===== src/rtl/cp0_ctrl.sv =====
// cp0_ctrl: MIPS-style coprocessor 0 with SR, Cause and EPC, interrupt and
// exception request generation, eret handling and mtc0/mfc0 access.
// Optional timer (Count reg 9, Compare reg 11, sticky TI on HWInt[5]) is
// built only when the CP0_COUNT_EN macro is defined.
// Ports:
//   clk, reset (async, active-low)
//   A1 mfc0 read reg, DOut read data
//   A2/DIn/we mtc0 write port
//   M_pc/BD/ExcCode_in exception-stage instruction info
//   HWInt interrupt lines, eret return strobe
//   Req handler redirect, EPC return address (write-forwarded)
module cp0_ctrl (
  input  logic        clk,
  input  logic        reset,
  input  logic [4:0]  A1,
  input  logic [4:0]  A2,
  input  logic [31:0] DIn,
  input  logic        we,
  input  logic [31:0] M_pc,
  input  logic        BD,
  input  logic [4:0]  ExcCode_in,
  input  logic [5:0]  HWInt,
  input  logic        eret,
  output logic        Req,
  output logic [31:0] EPC,
  output logic [31:0] DOut
);

  localparam logic [4:0] REG_COUNT   = 5'd9;
  localparam logic [4:0] REG_COMPARE = 5'd11;
  localparam logic [4:0] REG_SR      = 5'd12;
  localparam logic [4:0] REG_CAUSE   = 5'd13;
  localparam logic [4:0] REG_EPC     = 5'd14;

  // SR fields
  logic [5:0]  im;
  logic        exl;
  logic        ie;
  // Cause fields
  logic        bd;
  logic [5:0]  ip;
  logic [4:0]  exc_code;
  // EPC register
  logic [31:0] epc_q;

  logic [5:0]  ip_next;
  logic        int_req;
  logic        exc_req;
  logic        wr_en;
  logic        wr_sr;
  logic        wr_epc;
  logic [31:0] sr_word;
  logic [31:0] cause_word;
  logic [31:0] epc_target;

`ifdef CP0_COUNT_EN
  logic [31:0] count_q;
  logic [31:0] compare_q;
  logic        ti;
  logic        ti_hit;
  logic        wr_count;
  logic        wr_compare;

  // Match is seen the same cycle Count reaches Compare; TI holds it after.
  assign ti_hit     = (count_q == compare_q) && (compare_q != 32'd0);
  assign wr_count   = wr_en && (A2 == REG_COUNT);
  assign wr_compare = wr_en && (A2 == REG_COMPARE);
  assign ip_next    = {HWInt[5] | ti | ti_hit, HWInt[4:0]};
`else
  assign ip_next    = HWInt;
`endif

  assign int_req = (|(ip_next & im)) && ie && !exl;
  assign exc_req = (ExcCode_in != 5'd0) && !exl;

  // Gate with reset: while held, ExcCode_in alone must not raise Req.
  assign Req = (int_req || exc_req) && reset;

  // A taken request discards any mtc0 in the same cycle.
  assign wr_en  = we && !Req;
  assign wr_sr  = wr_en && (A2 == REG_SR);
  assign wr_epc = wr_en && (A2 == REG_EPC);

  assign epc_target = BD ? (M_pc - 32'd4) : M_pc;

  // Forward an in-flight mtc0 EPC so an eret right behind it sees it.
  assign EPC = (we && (A2 == REG_EPC)) ? DIn : epc_q;

  assign sr_word    = {16'd0, im, 8'd0, exl, ie};
  assign cause_word = {bd, 15'd0, ip, 3'd0, exc_code, 2'd0};

  always_comb begin
    DOut = 32'd0;
    case (A1)
      REG_SR:      DOut = sr_word;
      REG_CAUSE:   DOut = cause_word;
      REG_EPC:     DOut = epc_q;
`ifdef CP0_COUNT_EN
      REG_COUNT:   DOut = count_q;
      REG_COMPARE: DOut = compare_q;
`endif
      default:     DOut = 32'd0;
    endcase
  end

  always_ff @(posedge clk or negedge reset) begin
    if (!reset) begin
      im       <= 6'd0;
      exl      <= 1'b0;
      ie       <= 1'b0;
      bd       <= 1'b0;
      ip       <= 6'd0;
      exc_code <= 5'd0;
      epc_q    <= 32'd0;
    end else begin
      ip <= ip_next;
      if (Req) begin
        exl      <= 1'b1;
        bd       <= BD;
        epc_q    <= epc_target;
        exc_code <= int_req ? 5'd0 : ExcCode_in;
      end else begin
        if (wr_sr) begin
          im  <= DIn[15:10];
          exl <= DIn[1];
          ie  <= DIn[0];
        end
        if (wr_epc)
          epc_q <= DIn;
        if (eret)
          exl <= 1'b0;
      end
    end
  end

`ifdef CP0_COUNT_EN
  always_ff @(posedge clk or negedge reset) begin
    if (!reset) begin
      count_q   <= 32'd0;
      compare_q <= 32'd0;
      ti        <= 1'b0;
    end else begin
      if (wr_count)
        count_q <= DIn;
      else
        count_q <= count_q + 32'd1;
      if (wr_compare)
        compare_q <= DIn;
      if (wr_compare)
        ti <= 1'b0;
      else if (ti_hit)
        ti <= 1'b1;
    end
  end
`endif

endmodule

===== config.mk =====
export PLATFORM = sky130hd
export DESIGN_NAME = cp0_ctrl
export DESIGN_NICKNAME = d
export VERILOG_FILES = /design/src/rtl/cp0_ctrl.sv
export SDC_FILE = /design/constraint.sdc
export NUM_CORES = 1
export LEC_CHECK = 0
export ABC_AREA = 1
export ABC_CLOCK_PERIOD_IN_PS = 3000
export BUFFER_PORTS_ARGS = -buffer_cell sky130_fd_sc_hd__buf_2
export CELL_PAD_IN_SITES_DETAIL_PLACEMENT = 1
export CELL_PAD_IN_SITES_GLOBAL_PLACEMENT = 1
export CORE_ASPECT_RATIO = 1.75
export CORE_MARGIN = 10
export CORE_UTILIZATION = 36
export DETAILED_ROUTE_END_ITERATION = 8
export GPL_ROUTABILITY_DRIVEN = 0
export GPL_TIMING_DRIVEN = 0
export PLACE_DENSITY_LB_ADDON = 0.1
export SLEW_MARGIN = 20
export SYNTH_ARGS = -nofsm -noshare
export SYNTH_HDL_FRONTEND = slang
export SYNTH_SLANG_ARGS = --single-unit
export TNS_END_PERCENT = 50

===== constraint.sdc =====
create_clock -name clk -period 3 [get_ports clk]
set_input_delay 0 -clock clk [delete_from_list [all_inputs] [get_ports clk]]
set_output_delay 0 -clock clk [all_outputs]
set_load 0.05 [all_outputs]

Word level (Yosys, flattened, before mapping)
Cells that the tools add are included.
{"block": "totals", "register_bits": 52, "latchBits": 0, "mem_bits_rw": 0, "rom_bits": 0, "in_bits": 90, "out_inout_bits": 65, "wordCells": 40, "n_memories": 0}
{"block": "op_classes", "addsub": 1, "mul": 0, "div_mod_pow": 0, "n_lt_le_gt_ge": 0, "n_eq_ne": 5, "n_shift": 0, "n_mux": 9, "bitwise": 2, "n_reduce_logical": 16}
{"op": "$mux W32", "count": 4}
{"op": "$pmux W32 S3", "count": 1}
{"op": "$sub A32 B3 Y32 const B", "count": 1}
{"op": "$eq A5 B4 Y1 const B", "count": 5}
{"op": "$logic_and A1 B1 Y1", "count": 8}
{"op": "$and A6 B6 Y6", "count": 1}
{"op": "$reduce_or A6 Y1", "count": 1}
{"op": "$mux W5", "count": 1}
{"op": "$reduce_bool A5 Y1", "count": 1}
{"op": "$mux W1", "count": 3}
{"op": "$reduce_bool A3 Y1", "count": 1}
{"op": "$logic_not A1 Y1", "count": 2}
{"op": "$reduce_and A2 Y1", "count": 1}
{"op": "$reduce_bool A2 Y1", "count": 1}
{"op": "$logic_or A1 B1 Y1", "count": 1}
{"op": "$not A1 Y1", "count": 1}

Depth between registers and ports, before layout
{"block": "depth", "ltp_word": 12, "mapped_depth": 12}

Worst setup path before layout
OpenSTA, ideal clock, no wires.
{"block": "synth_path", "path_type": "reg2reg", "start": "reg epc_q[8] (netlist name)", "end": "reg epc_q[8]", "arrival_time_ns": 1.789, "t_required_ns": 2.930, "slack_ns": 1.141, "stages_incl_launch_ff": 5, "n_path_buf": 0, "path_cell_list": "dfrtp_1 -> inv_1 -> o21ai_0 -> o21ai_0 -> inv_1"}
{"item": "end signal, assigned", "line_no": "120", "rtl": "epc_q <= epc_target;"}
{"item": "end signal, assigned", "line_no": "129", "rtl": "epc_q <= DIn;"}
{"item": "end, declared", "line_no": "44", "rtl": "logic [31:0] epc_q;"}

Final worst setup path
{"block": "layout_path", "start": "in reset", "end": "out Req"}
{"block": "layout_via", "elab_chain_len": 1}
{"item": "start, declared", "line_no": "14", "rtl": "input logic reset,"}
{"item": "$logic_and A1 B1 Y1", "line_no": "77", "rtl": "assign Req = (int_req || exc_req) && reset;"}
{"item": "end, declared", "line_no": "24", "rtl": "output logic Req,"}
Every way passes these cells.

==> results.tsv <==
stage	metric	value	unit
logic_synthesis	Synth Area in Simple Gates	43.7	%
timing	Final Hold Viols	0	
hold_path	Worst Hold Endpoint	epc_q[16]$_DFFE_PN0P_	
critical_path	Slowest Stage Delay on Critical Path	0.61	ns
clocking	H-tree levels	2	
critical_path	Critical R2R Launch	im[4]$_DFFE_PN0P_	
route	DRT Pass-1 Iters	4	
route	DR vias	4470	
logic_synthesis	FF+latch count, synth	52	
timing	worst clock skew	0.00357	ns
route	Vias/cell	5.02	
timing	Worst Tran Pin Value	0.793	ns
global_route	largest net degree at the start of global routing	55	
job	MaxCap Viol Count	0	
logic_synthesis	multiplexer share of the synthesized area	0	%
logic_synthesis	number of distinct library cells after synthesis	36	
cells_and_area	area growth from synthesis to layout	34.0	%
critical_path	most used cell, CP	buf_4	
floorplan	standard-cell row count	49	
logic_synthesis	Gate Count Post-Synth	580	
route	post-route ant nets	0	
global_route	GRT Total Usage	21.8	%
clocking	CTS tree	yes	
clocking	deepest clock path buffer count	2	
critical_path	Worst Setup End Kind	primary output	
logic_synthesis	Synth Area in Adders	0.328	%
timing	final number of setup-violating endpoints	0	
critical_path	CP required	3.00	ns
critical_path	r2r endpoint	epc_q[14]$_DFFE_PN0P_	
route	Routed Wire Length	17.0	mm
global_route	Congestion Overflow GR	0	
route	WL/cell	19.1	um
power_and_ir_drop	Leakage Power	0.00286	uW
floorplan	die area	15300	um^2
timing	worst relative slew slack	47.1	%
logic_synthesis	Synth Area in Compound Gates	7.88	%
timing	total negative slack	0	ns
hold_path	WHS Path Cells	3	
cells_and_area	most common cell after layout, fill and taps aside	nand2_1	
cells_and_area	fraction of layout cells with a size suffix above 1	28.7	%
logic_synthesis	largest family of logic cells by synthesized area	simple AND/OR/NAND/NOR gates	
critical_path	CP arrival	1.93	ns
placement	PortBufs	154	
global_route	first-pass GRT wire length	26.4	mm
logic_synthesis	Synth Warn #	0	
clocking	clock sinks	52	
run_status	run status	finished clean	
logic_synthesis	xor and xnor fraction of the mapped netlist area	2.76	%
critical_path	critical path peak fanout	54	
power_and_ir_drop	PD cells	532	nW/um^2
hold_path	min-delay src	M_pc[16]	
placement	Placed Cells	861	
clocking	root buffer cell	clkbuf_16	
clocking	clock latency on the worst-skew pair	0.30	ns
global_route	antenna violations before repair	0	
logic_synthesis	syn avg cell area	6.57	um^2
timing	unrepaired setup endpoints after global routing	false	
clocking	Reg clk slew, reported paths	0.07	ns
critical_path	Crit Path Class	primary input to primary output	
critical_path	CP Cell Sequence	dlygate4sd3_1, buf_4, nand2_4, inv_4, buf_4, buf_2	
logic_synthesis	Seq/Total Area, Yosys	34.1	%
hold_path	Hold Path Class	primary input to flop	
placement	Detail Placement HPWL	13.9	mm
route	Residual DRC	0	
timing	Final period util	64.3	%
clocking	Inserted Clock Buffers	5	
cells_and_area	Post-Layout Cell Count	891	
cells_and_area	most frequent cells in the layout	nand2_1 (190), buf_2 (159), nor2_1 (77)	
timing	final slew viol count	0	
logic_synthesis	Mapped Nets	671	
timing	Tmin final	1.93	ns
critical_path	Critical Path Start Type	primary input	
cells_and_area	FILL cells	1440	
global_route	vias in the first global route	5137	
floorplan	initial core utilization	37.0	%
critical_path	R2R cell count	11	
timing	f_max	0.519	GHz
logic_synthesis	cell area after synthesis	3810	um^2
floorplan	Core ar.	10300	um^2
power_and_ir_drop	worst vdd ir	0.233	mV
floorplan	height of the die	156	um
floorplan	Top-Level Pins	155	
cells_and_area	# diodes	0	
critical_path	r2r setup slk	1.17	ns
critical_path	Worst path slowest cell	buf_4	
route	Initial DRC Count	127	
cells_and_area	number of nets in the layout	854	
floorplan	DIE WIDTH	97.8	um
[timing repair]
| item | 4_1_cts | 5_1_grt |
|---|---|---|
| hold buffers | 22 | 0 |
| resized for setup | 0 | 0 |
| buffers inserted | 0 | 0 |
| endpoints found under the hold margin | 73 | 0 |
[metrics by stage]
step | hold WS (ns) | util (%) | power, uW | area [um^2] | setup slack (ns)
floorplan | -0.296 | - | 1720 | 3810 | 1.14
global placement | 0.124 | 46.0 | 2060 | 4740 | 0.909
detailed placement | 0.125 | 46.1 | 2100 | 4740 | 1.14
CTS | 0.0338 | 49.6 | 2730 | 5110 | 1.02
global route | 0.0518 | 49.6 | 2870 | 5110 | 0.908
finish | 0.0357 | 49.6 | 2720 | 5110 | 1.07
[layout make-up]
class | instances | area (um^2) | share of cell area [%]
inverter | 78 | 295 | 5.78
clock buffer | 6 | 129 | 2.52
buffer | 18 | 131 | 2.57
clock inverter | 2 | 16.3 | 0.318
timing repair buffer | 176 | 993 | 19.4
sequential | 52 | 1300 | 25.5
multi-input combinational | 432 | 2080 | 40.8
tap | 127 | 159 | 3.11
[synthesized netlist by cell type]
master / count / area share [%]
nand2_1: 190 / 19
nor2_1: 77 / 7.6
inv_1: 73 / 7.2
dfrtp_1: 52 / 34
nand3_1: 41 / 5.4
o21ai_0: 34 / 4.5
o21ai_1: 16 / 2.1
nand4_1: 15 / 2.5
nand3_2: 9 / 2.4
xor2_1: 9 / 2.1
buf_2: 6 / 0.79
buf_4: 6 / 1.2
nand2_2: 6 / 0.99
or2_2: 5 / 0.82
inv_2: 4 / 0.39
nor2_2: 4 / 0.66
buf_6: 3 / 0.89
nor2_4: 3 / 0.89
nor3_1: 3 / 0.39
xnor2_1: 3 / 0.69
a21oi_1: 2 / 0.26
clkbuf_1: 2 / 0.20
nand2_4: 2 / 0.59
nor2_8: 2 / 1.1
nor3_4: 2 / 0.85
a31o_2: 1 / 0.23
and3b_1: 1 / 0.23
buf_8: 1 / 0.39
ha_1: 1 / 0.33
inv_4: 1 / 0.16
nand3_4: 1 / 0.46
nor3_2: 1 / 0.26
o21ai_2: 1 / 0.23
o21bai_1: 1 / 0.20
o221ai_1: 1 / 0.23
o22ai_1: 1 / 0.16
[worst max-delay path, delay by kind of cell]
family                 cells  cell delay [ns]
AND/OR/NAND/NOR            1             0.13
buffers and inverters      5             1.76
[how the worst max path moves through the flow]
stage | startpoint | end | slack [ns] | cells after the start
floorplan | epc_q[8]$_DFFE_PN0P_ | epc_q[8]$_DFFE_PN0P_ | 1.14 | 4
global placement | reset | epc_q[14]$_DFFE_PN0P_ | 0.91 | 6
detailed placement | im[4]$_DFFE_PN0P_ | epc_q[14]$_DFFE_PN0P_ | 1.14 | 11
CTS | reset | Req | 1.02 | 6
global route | reset | Req | 0.91 | 6
finish | reset | Req | 1.07 | 6
[cell families (layout without fill, tap and decap cells)]
kind of cell | after synthesis | count (layout)
compound gates | 57 | 57
xor+xnor | 12 | 12
fa+ha+maj | 1 | 1
buf+inv | 96 | 280
flops | 52 | 52
simple gates | 362 | 362
[where the power goes]
group	leakage (uW)	switching, uW	internal [uW]	total, uW
clock network	0.0000671	295	313	608
registers	0.000632	68.8	845	913
logic	0.00216	881	316	1200
total	0.00286	1240	1470	2720
[state kept, by name (all words and copies together) (netlist names)]
signal,count
epc_q,32
im,6
exl,1
ip,6
ie,1
bd,1
exc_code,5
[per-layer routing]
metal,vias to the layer above,global-route usage (%),wire length [um]
li1,2180,-,-
met1,2132,20.5,6050
met2,126,44.2,9690
met3,32,3.99,746
met4,0,9.11,559
met5,-,0,0
(Power assumes the default switching activity.)
